`src/rtl/branch_predictor.sv`:
```
// Fetch-side branch predictor: direct-mapped BTB with 2-bit saturating
// counters, trained by EX-stage resolutions, with misprediction detection
// and saturating 32-bit statistics.
//
// Handshake: upd_valid is a one-cycle qualifier on the upd_* bundle. There
// is no ready. The table accepts every resolution on the clock edge where
// upd_valid = 1, and each resolved branch is presented exactly once.
module branch_predictor #(
  parameter int ENTRIES = 16,
  parameter int IDX_W   = 4,
  parameter int TAG_W   = 8
) (
  input  logic        clk,
  input  logic        reset,
  input  logic [63:0] fetch_pc,
  output logic        pred_taken,
  output logic [63:0] pred_target,
  input  logic        upd_valid,
  input  logic [63:0] upd_pc,
  input  logic        upd_taken,
  input  logic [63:0] upd_target,
  input  logic        upd_pred_taken,
  input  logic [63:0] upd_pred_target,
  output logic        mispredict,
  output logic [63:0] redirect_pc,
  output logic [31:0] branch_count,
  output logic [31:0] mispredict_count
);

  // Per-entry storage, kept in flops so that lookup is purely combinational.
  logic             valid_q  [ENTRIES];
  logic [TAG_W-1:0] tag_q    [ENTRIES];
  logic [63:0]      target_q [ENTRIES];
  logic [1:0]       ctr_q    [ENTRIES];

  logic [IDX_W-1:0] fetch_idx;
  logic [TAG_W-1:0] fetch_tag;
  logic [IDX_W-1:0] upd_idx;
  logic [TAG_W-1:0] upd_tag;
  logic             fetch_hit;
  logic             upd_hit;

  // Fetch PC bits that take no part in index or tag selection.
  logic unused_fetch_bits;
  assign unused_fetch_bits = ^{fetch_pc[63:IDX_W+TAG_W+2], fetch_pc[1:0]};

  assign fetch_idx = fetch_pc[IDX_W+1:2];
  assign fetch_tag = fetch_pc[IDX_W+TAG_W+1:IDX_W+2];
  assign upd_idx   = upd_pc[IDX_W+1:2];
  assign upd_tag   = upd_pc[IDX_W+TAG_W+1:IDX_W+2];

  // Lookup reads the current (pre-update) table contents.
  always_comb begin
    fetch_hit   = valid_q[fetch_idx] && (tag_q[fetch_idx] == fetch_tag);
    upd_hit     = valid_q[upd_idx] && (tag_q[upd_idx] == upd_tag);
    pred_taken  = fetch_hit && ctr_q[fetch_idx][1];
    pred_target = pred_taken ? target_q[fetch_idx] : 64'd0;
  end

  // Misprediction check against the prediction carried down the pipeline.
  always_comb begin
    mispredict  = upd_valid &&
                  ((upd_pred_taken != upd_taken) ||
                   (upd_taken && (upd_pred_target != upd_target)));
    redirect_pc = 64'd0;
    if (mispredict) begin
      redirect_pc = upd_taken ? upd_target : (upd_pc + 64'd4);
    end
  end

  // Table training: counter hysteresis on hits, allocate only on a taken miss.
  always_ff @(posedge clk or negedge reset) begin
    if (!reset) begin
      for (int i = 0; i < ENTRIES; i++) begin
        valid_q[i]  <= 1'b0;
        tag_q[i]    <= '0;
        target_q[i] <= 64'd0;
        ctr_q[i]    <= 2'b01;
      end
    end else if (upd_valid) begin
      if (upd_hit) begin
        if (upd_taken) begin
          ctr_q[upd_idx]    <= (ctr_q[upd_idx] == 2'b11) ? 2'b11 : ctr_q[upd_idx] + 2'b01;
          target_q[upd_idx] <= upd_target;
        end else begin
          ctr_q[upd_idx]    <= (ctr_q[upd_idx] == 2'b00) ? 2'b00 : ctr_q[upd_idx] - 2'b01;
        end
      end else if (upd_taken) begin
        valid_q[upd_idx]  <= 1'b1;
        tag_q[upd_idx]    <= upd_tag;
        target_q[upd_idx] <= upd_target;
        ctr_q[upd_idx]    <= 2'b10;
      end
    end
  end

  // Statistics counters, saturating at all-ones.
  always_ff @(posedge clk or negedge reset) begin
    if (!reset) begin
      branch_count     <= 32'd0;
      mispredict_count <= 32'd0;
    end else begin
      if (upd_valid && (branch_count != 32'hFFFF_FFFF)) begin
        branch_count <= branch_count + 32'd1;
      end
      if (mispredict && (mispredict_count != 32'hFFFF_FFFF)) begin
        mispredict_count <= mispredict_count + 32'd1;
      end
    end
  end

endmodule
```
`config.mk`:
```
export PLATFORM = sky130hd
export DESIGN_NAME = branch_predictor
export DESIGN_NICKNAME = d
export VERILOG_FILES = /design/src/rtl/branch_predictor.sv
export SDC_FILE = /design/constraint.sdc
export NUM_CORES = 2
export LEC_CHECK = 0
export CAP_MARGIN = 40
export CORE_ASPECT_RATIO = 2
export CORE_UTILIZATION = 52
export CTS_CLUSTER_SIZE = 25
export DETAILED_ROUTE_END_ITERATION = 12
export HOLD_SLACK_MARGIN = 0.03
export PLACE_DENSITY_LB_ADDON = 0.08
export REMOVE_ABC_BUFFERS = 1
export SKIP_LAST_GASP = 1
export SYNTH_ARGS = -nofsm -noshare
export SYNTH_HDL_FRONTEND = slang
export SYNTH_SLANG_ARGS = --single-unit
```
`constraint.sdc`:
```
create_clock -name clk -period 4.4 [get_ports clk]
set_input_delay 0.88 -clock clk [delete_from_list [all_inputs] [get_ports clk]]
set_output_delay 0.88 -clock clk [all_outputs]
set_load 0.03 [all_outputs]
```
# After elaboration in Yosys (flattened, before gate mapping)
# Cells that the tools add are included.
# totals
out_inout_bits	194
in_bits	261
regBits	1264
wordCells	143
# classes
order_cmp	3
add_sub_neg	5
muxes	41
reduce_logical	14
n_bitwise	7
n_eq_ne	7
# ops
cell	count
$bwmux 1024	1
$mux 64	6
$bmux 64 s4	1
$demux 64 s4	1
$bwmux 128	1
$mux 32	3
$add 32x1->32 const B	2
$add 64x3->64 const B	1
$bmux 8 s4	2
$bwmux 32	2
$ne 32x32->1 const B	2
$ne 64x64->1	1
$mux 8	5
$demux 8 s4	1
$or 16x16->16	2
$and 16x16->16	1
$bmux 2 s4	2
$eq 8x8->1	2
$not 16->16	1
$mux 2	7
$ge 5x5->1 const B	2
$not 4->5	2
$bmux 1 s4	2
$demux 2 s4	1
other kinds (14)	26

# Depth between registers and ports, before layout
# depth
ltp_word	9
ltp_mapped	13
mapped_depth_nobuf	8

# Least setup slack after synthesis
# Ideal clock, no wire load.
# synth_timing
path_kind	input to output
start	in upd_pc[4]
end	out redirect_pc[62]
required_ns	3.520
cell_stages	10
n_path_buf	3
arrival_ns	3.855
path_slack_ns	-0.335
cell_sequence	clkbuf_1 -> and3_1 -> clkbuf_1 -> nand3_1 -> nor4_4 -> nand4_1 -> or2_1 -> clkbuf_1 -> or3_1 -> a311oi_1
# synth_via
elab_chain_len	3
# synth_lines
element	line	text
start: declaration	19	input logic [63:0] upd_pc,
$add 64x3->64	67	redirect_pc = upd_taken ? upd_target : (upd_pc + 64'd4);
$mux 64	67	
$mux 64	66	if (mispredict) begin
end: declaration	25	output logic [63:0] redirect_pc,
# No other way between the ends.

# Worst setup path in the final report
# layout_timing
start	in fetch_pc[2]
end	out pred_target[4]
# layout_via
elab_chain_len	8
# layout_lines
element	line	text
start: declaration	15	input logic [63:0] fetch_pc,
$not 4->5 (not written as such) *	54, 56, 57	
$bmux 8 s4	54	fetch_hit = valid_q[fetch_idx] && (tag_q[fetch_idx] == fetch_tag);
$mux 8 (not written as such) (2 in series)	54	
$eq 8x8->1	54	
$logic_and 1x1->1	54	
$logic_and 1x1->1	56	pred_taken = fetch_hit && ctr_q[fetch_idx][1];
$mux 64 *	57	pred_target = pred_taken ? target_q[fetch_idx] : 64'd0;
end: declaration	17	output logic [63:0] pred_target,
# Mark *: on every way between the ends. The rest lies on a longest branch, timed or not. The select of a mux whose other input is x is not followed.

==> impl_metrics.json <==
{
  "status": "finished, violations left",
  "violations": "setup timing",
  "antenna_found_initial": 12,
  "clock_path_buffers": 3,
  "fin_nets": 5135,
  "max_freq_ghz": 0.215,
  "grt_max_degree": 124,
  "ys_seq_elements": 1264,
  "cpPeakStageDelay_ps": 540,
  "synth_top_family_by_area": "multiplexers",
  "crit_arrival_ps": 3770,
  "synth_compound_area_frac": 0.0285,
  "wl_per_cell_um": 29.3,
  "rsz0062_at_grt": "true",
  "hold_class": "primary input to asynchronous set/reset pin",
  "met2_length_um": 95500,
  "vdd_drop_max_v": 0.000419,
  "post-place-ws_ps": -701,
  "cts.sink_count": 1264,
  "share_comb_of_total_power": 0.195,
  "layout_commonest_cell": "dfrtp_1",
  "grt_remaining_overflow": 0,
  "final-hold-violation-count": 0,
  "ys.warnings.count": 0,
  "place_hpwl_um": 121000,
  "synth_fa_ha_area_frac": 0.00155,
  "end_kind": "primary output",
  "switching_share": 0.262,
  "drc": 0,
  "synth.distinct_cells": 71,
  "numCtsBuffers": 111,
  "fin_crit_ps": 4650,
  "async_reset_ff_frac": 1.00,
  "power_density_nw_per_um2": 423,
  "p_sw_mw": 8.30,
  "cp_top_family": "multiplexers",
  "grt_pass1_wl_um": 283000,
  "die_area_um2": 119000,
  "worstSetupStartpointType": "primary input",
  "fin_tns_setup_ps": -11310,
  "via_per_inst": 6.15,
  "leakagePower_nw": 33.6,
  "path_max_fanout": 22,
  "relSlewSlack": 0.205,
  "first_iter_violations": 2835,
  "dr.max_layer_used": "met5",
  "tightest_slew_ps": 1190,
  "clk-insertion-delay-late_ps": 730,
  "crit_slowest_cell": "mux4_2",
  "avgSynthCellArea_um2": 14.1,
  "grt_util_all_layers": 0.327,
  "start_util": 0.525,
  "synth_edf_count": 0,
  "path_class": "primary input to primary output",
  "clockPowerShare": 0.332,
  "worstPathRequired_ps": 3520,
  "routabilityCongestion": 0.963,
  "drive_above_1_share": 0.446,
  "htree_num_levels": 3,
  "rows": 177,
  "seqPwrFrac": 0.473,
  "drt_wl_total_um": 190000,
  "dr.pass1.iters": 5,
  "die_w_um": 245,
  "pin_count": 455,
  "synthesis.area_um2": 61200,
  "worst-path-buf-inv": 6,
  "vias": 39925,
  "clkTransAtPathRegs_ps": 70,
  "p_total_mw": 31.6,
  "synthSimpleGateAreaFrac": 0.0550,
  "port_buffers": 402,
  "worst_slack_ps": -251,
  "synth-xor-area-share": 0.0245,
  "timing.final.crit_share": 1.06,
  "seq_area_frac_synth": 0.517,
  "finalSetupViolCount": 65,
  "synth.area.mux_share": 0.344,
  "internal_power_mw": 23.3,
  "crit_top_cell": "buf_12",
  "ant_nets": 0,
  "cts-root-buf": "clkbuf_16",
  "core_um2": 116000,
  "cap_violations": 0,
  "cts_tree": "yes",
  "dr_wl_met3_um": 11400,
  "die_y_um": 487,
  "drv_slew": 0,
  "syn_to_final_growth_pct": 22.2,
  "syn_inst": 4341,
  "met1Wirelength_um": 74000,
  "fin_skew_ps": 21.7,
  "layout_common_cells": "1,248 x dfrtp_1, 927 x mux2_2, 399 x mux4_2, 351 x buf_4, 220 x nand2_1",
  "synthFlopType": "dfrtp_1",
  "worstPathCellList": "buf_16, buf_8, mux4_2, mux4_2, xor2_1, nor4_2, buf_4, nand3_4, buf_12, buf_12, nor2b_1, buf_12",
  "grt_pass1_vias": 42542
}
==> sequential cells by signal (all words and copies together), names as in the netlist <==
signal / cells
branch_count: 32
ctr_q: 32
mispredict_count: 32
tag_q: 128
target_q: 1024
valid_q: 16
==> stage by stage <==
step	std cells	hold slack (ps)	utilization	instance area (um2)
after global placement	6223	456	0.598	69700
after CTS	6466	150	0.639	74500
final	6489	32.1	0.642	74800
after global routing	6486	97.8	0.642	74800
after floorplan	3940	445	-	59600
after detailed placement	6235	466	0.600	69900
==> metal layers <==
layer / vias to the layer above / GRT usage
li1: 16906 / -
met5: - / 0
met3: 380 / 0.0534
met1: 21281 / 0.412
met2: 1356 / 0.553
met4: 2 / 0.153
==> worst paths after layout <==
kind	start	endpoint	slack, ps	cells after the start
setup / recovery	fetch_pc[2]	pred_target[4]	-250	12
hold / removal	reset	tag_q[110]	30	1
setup reg to reg	tag_q[44]	tag_q[98]	1060	10
hold reg to reg	target_q[756]	target_q[756]	480	2
max in group asynchronous	reset	target_q[810]	2910	2
min in group clk	target_q[756]	target_q[756]	480	2
==> cell type report <==
cell class                 count  area [um2]
tap                         1521        1900
inverter                      44         168
antenna                        9        22.5
sequential                  1264       31700
fill                        8885       41700
timing repair buffer         815        8660
clock inverter                42         632
clock buffer                 162        3280
multi-input combinational   2632       28500
==> Yosys cell counts (12+ instances only) <==
cell	n	share of area
mux2_1	112	0.021
nand2_1	236	0.014
and4_1	12	0.0017
a22oi_1	13	0.0016
inv_1	36	0.0022
nor2_2	14	0.0014
nor2_1	116	0.0071
xor2_1	51	0.0073
nor2b_1	84	0.0086
mux4_2	399	0.15
nand4_1	44	0.0045
buf_2	27	0.0022
xnor2_1	120	0.017
dfrtp_1	1248	0.51
clkbuf_1	326	0.020
dfstp_2	16	0.0069
and3_1	25	0.0026
a21oi_1	44	0.0036
mux2i_1	39	0.0064
nor3_1	23	0.0019
mux2_2	927	0.17
nand3_1	64	0.0052
a22o_1	15	0.0021
buf_1	38	0.0023
o21ai_0	158	0.013
a211oi_1	14	0.0017
==> what timing repair did <==
action | CTS | global route
hold buffers | 0 | 0
endpoints found under the setup margin | 130 | 116
setup buffers | 24 | 16
gates cloned | 3 | 0
gates resized for setup | 303 | 80
pin swaps | 33 | 26
==> logic make-up (layout without fill, tap and decap cells) <==
kind of cell | Yosys count | after routing
AOI/OAI and AO/OA | 292 | 292
xor gates and xnor gates | 171 | 171
adders and majority gates | 8 | 8
buffers and inverters | 445 | 1063
DFF | 1264 | 1264
muxes | 1477 | 1477
other | 0 | 9
and+or+nand+nor | 684 | 684
==> power groups by stage <==
| stage | sequential (mW) | clock (mW) | combinational (mW) |
|---|---|---|---|
| after floorplan | 14.8 | 0 | 3.77 |
| after CTS | 14.9 | 10.7 | 6.20 |
| final | 15.0 | 10.5 | 6.16 |
| after global placement | 15.0 | 0 | 5.95 |
| after global routing | 15.2 | 11.1 | 6.60 |
| after detailed placement | 15.1 | 0 | 6.11 |
(Power assumes the default switching activity.)
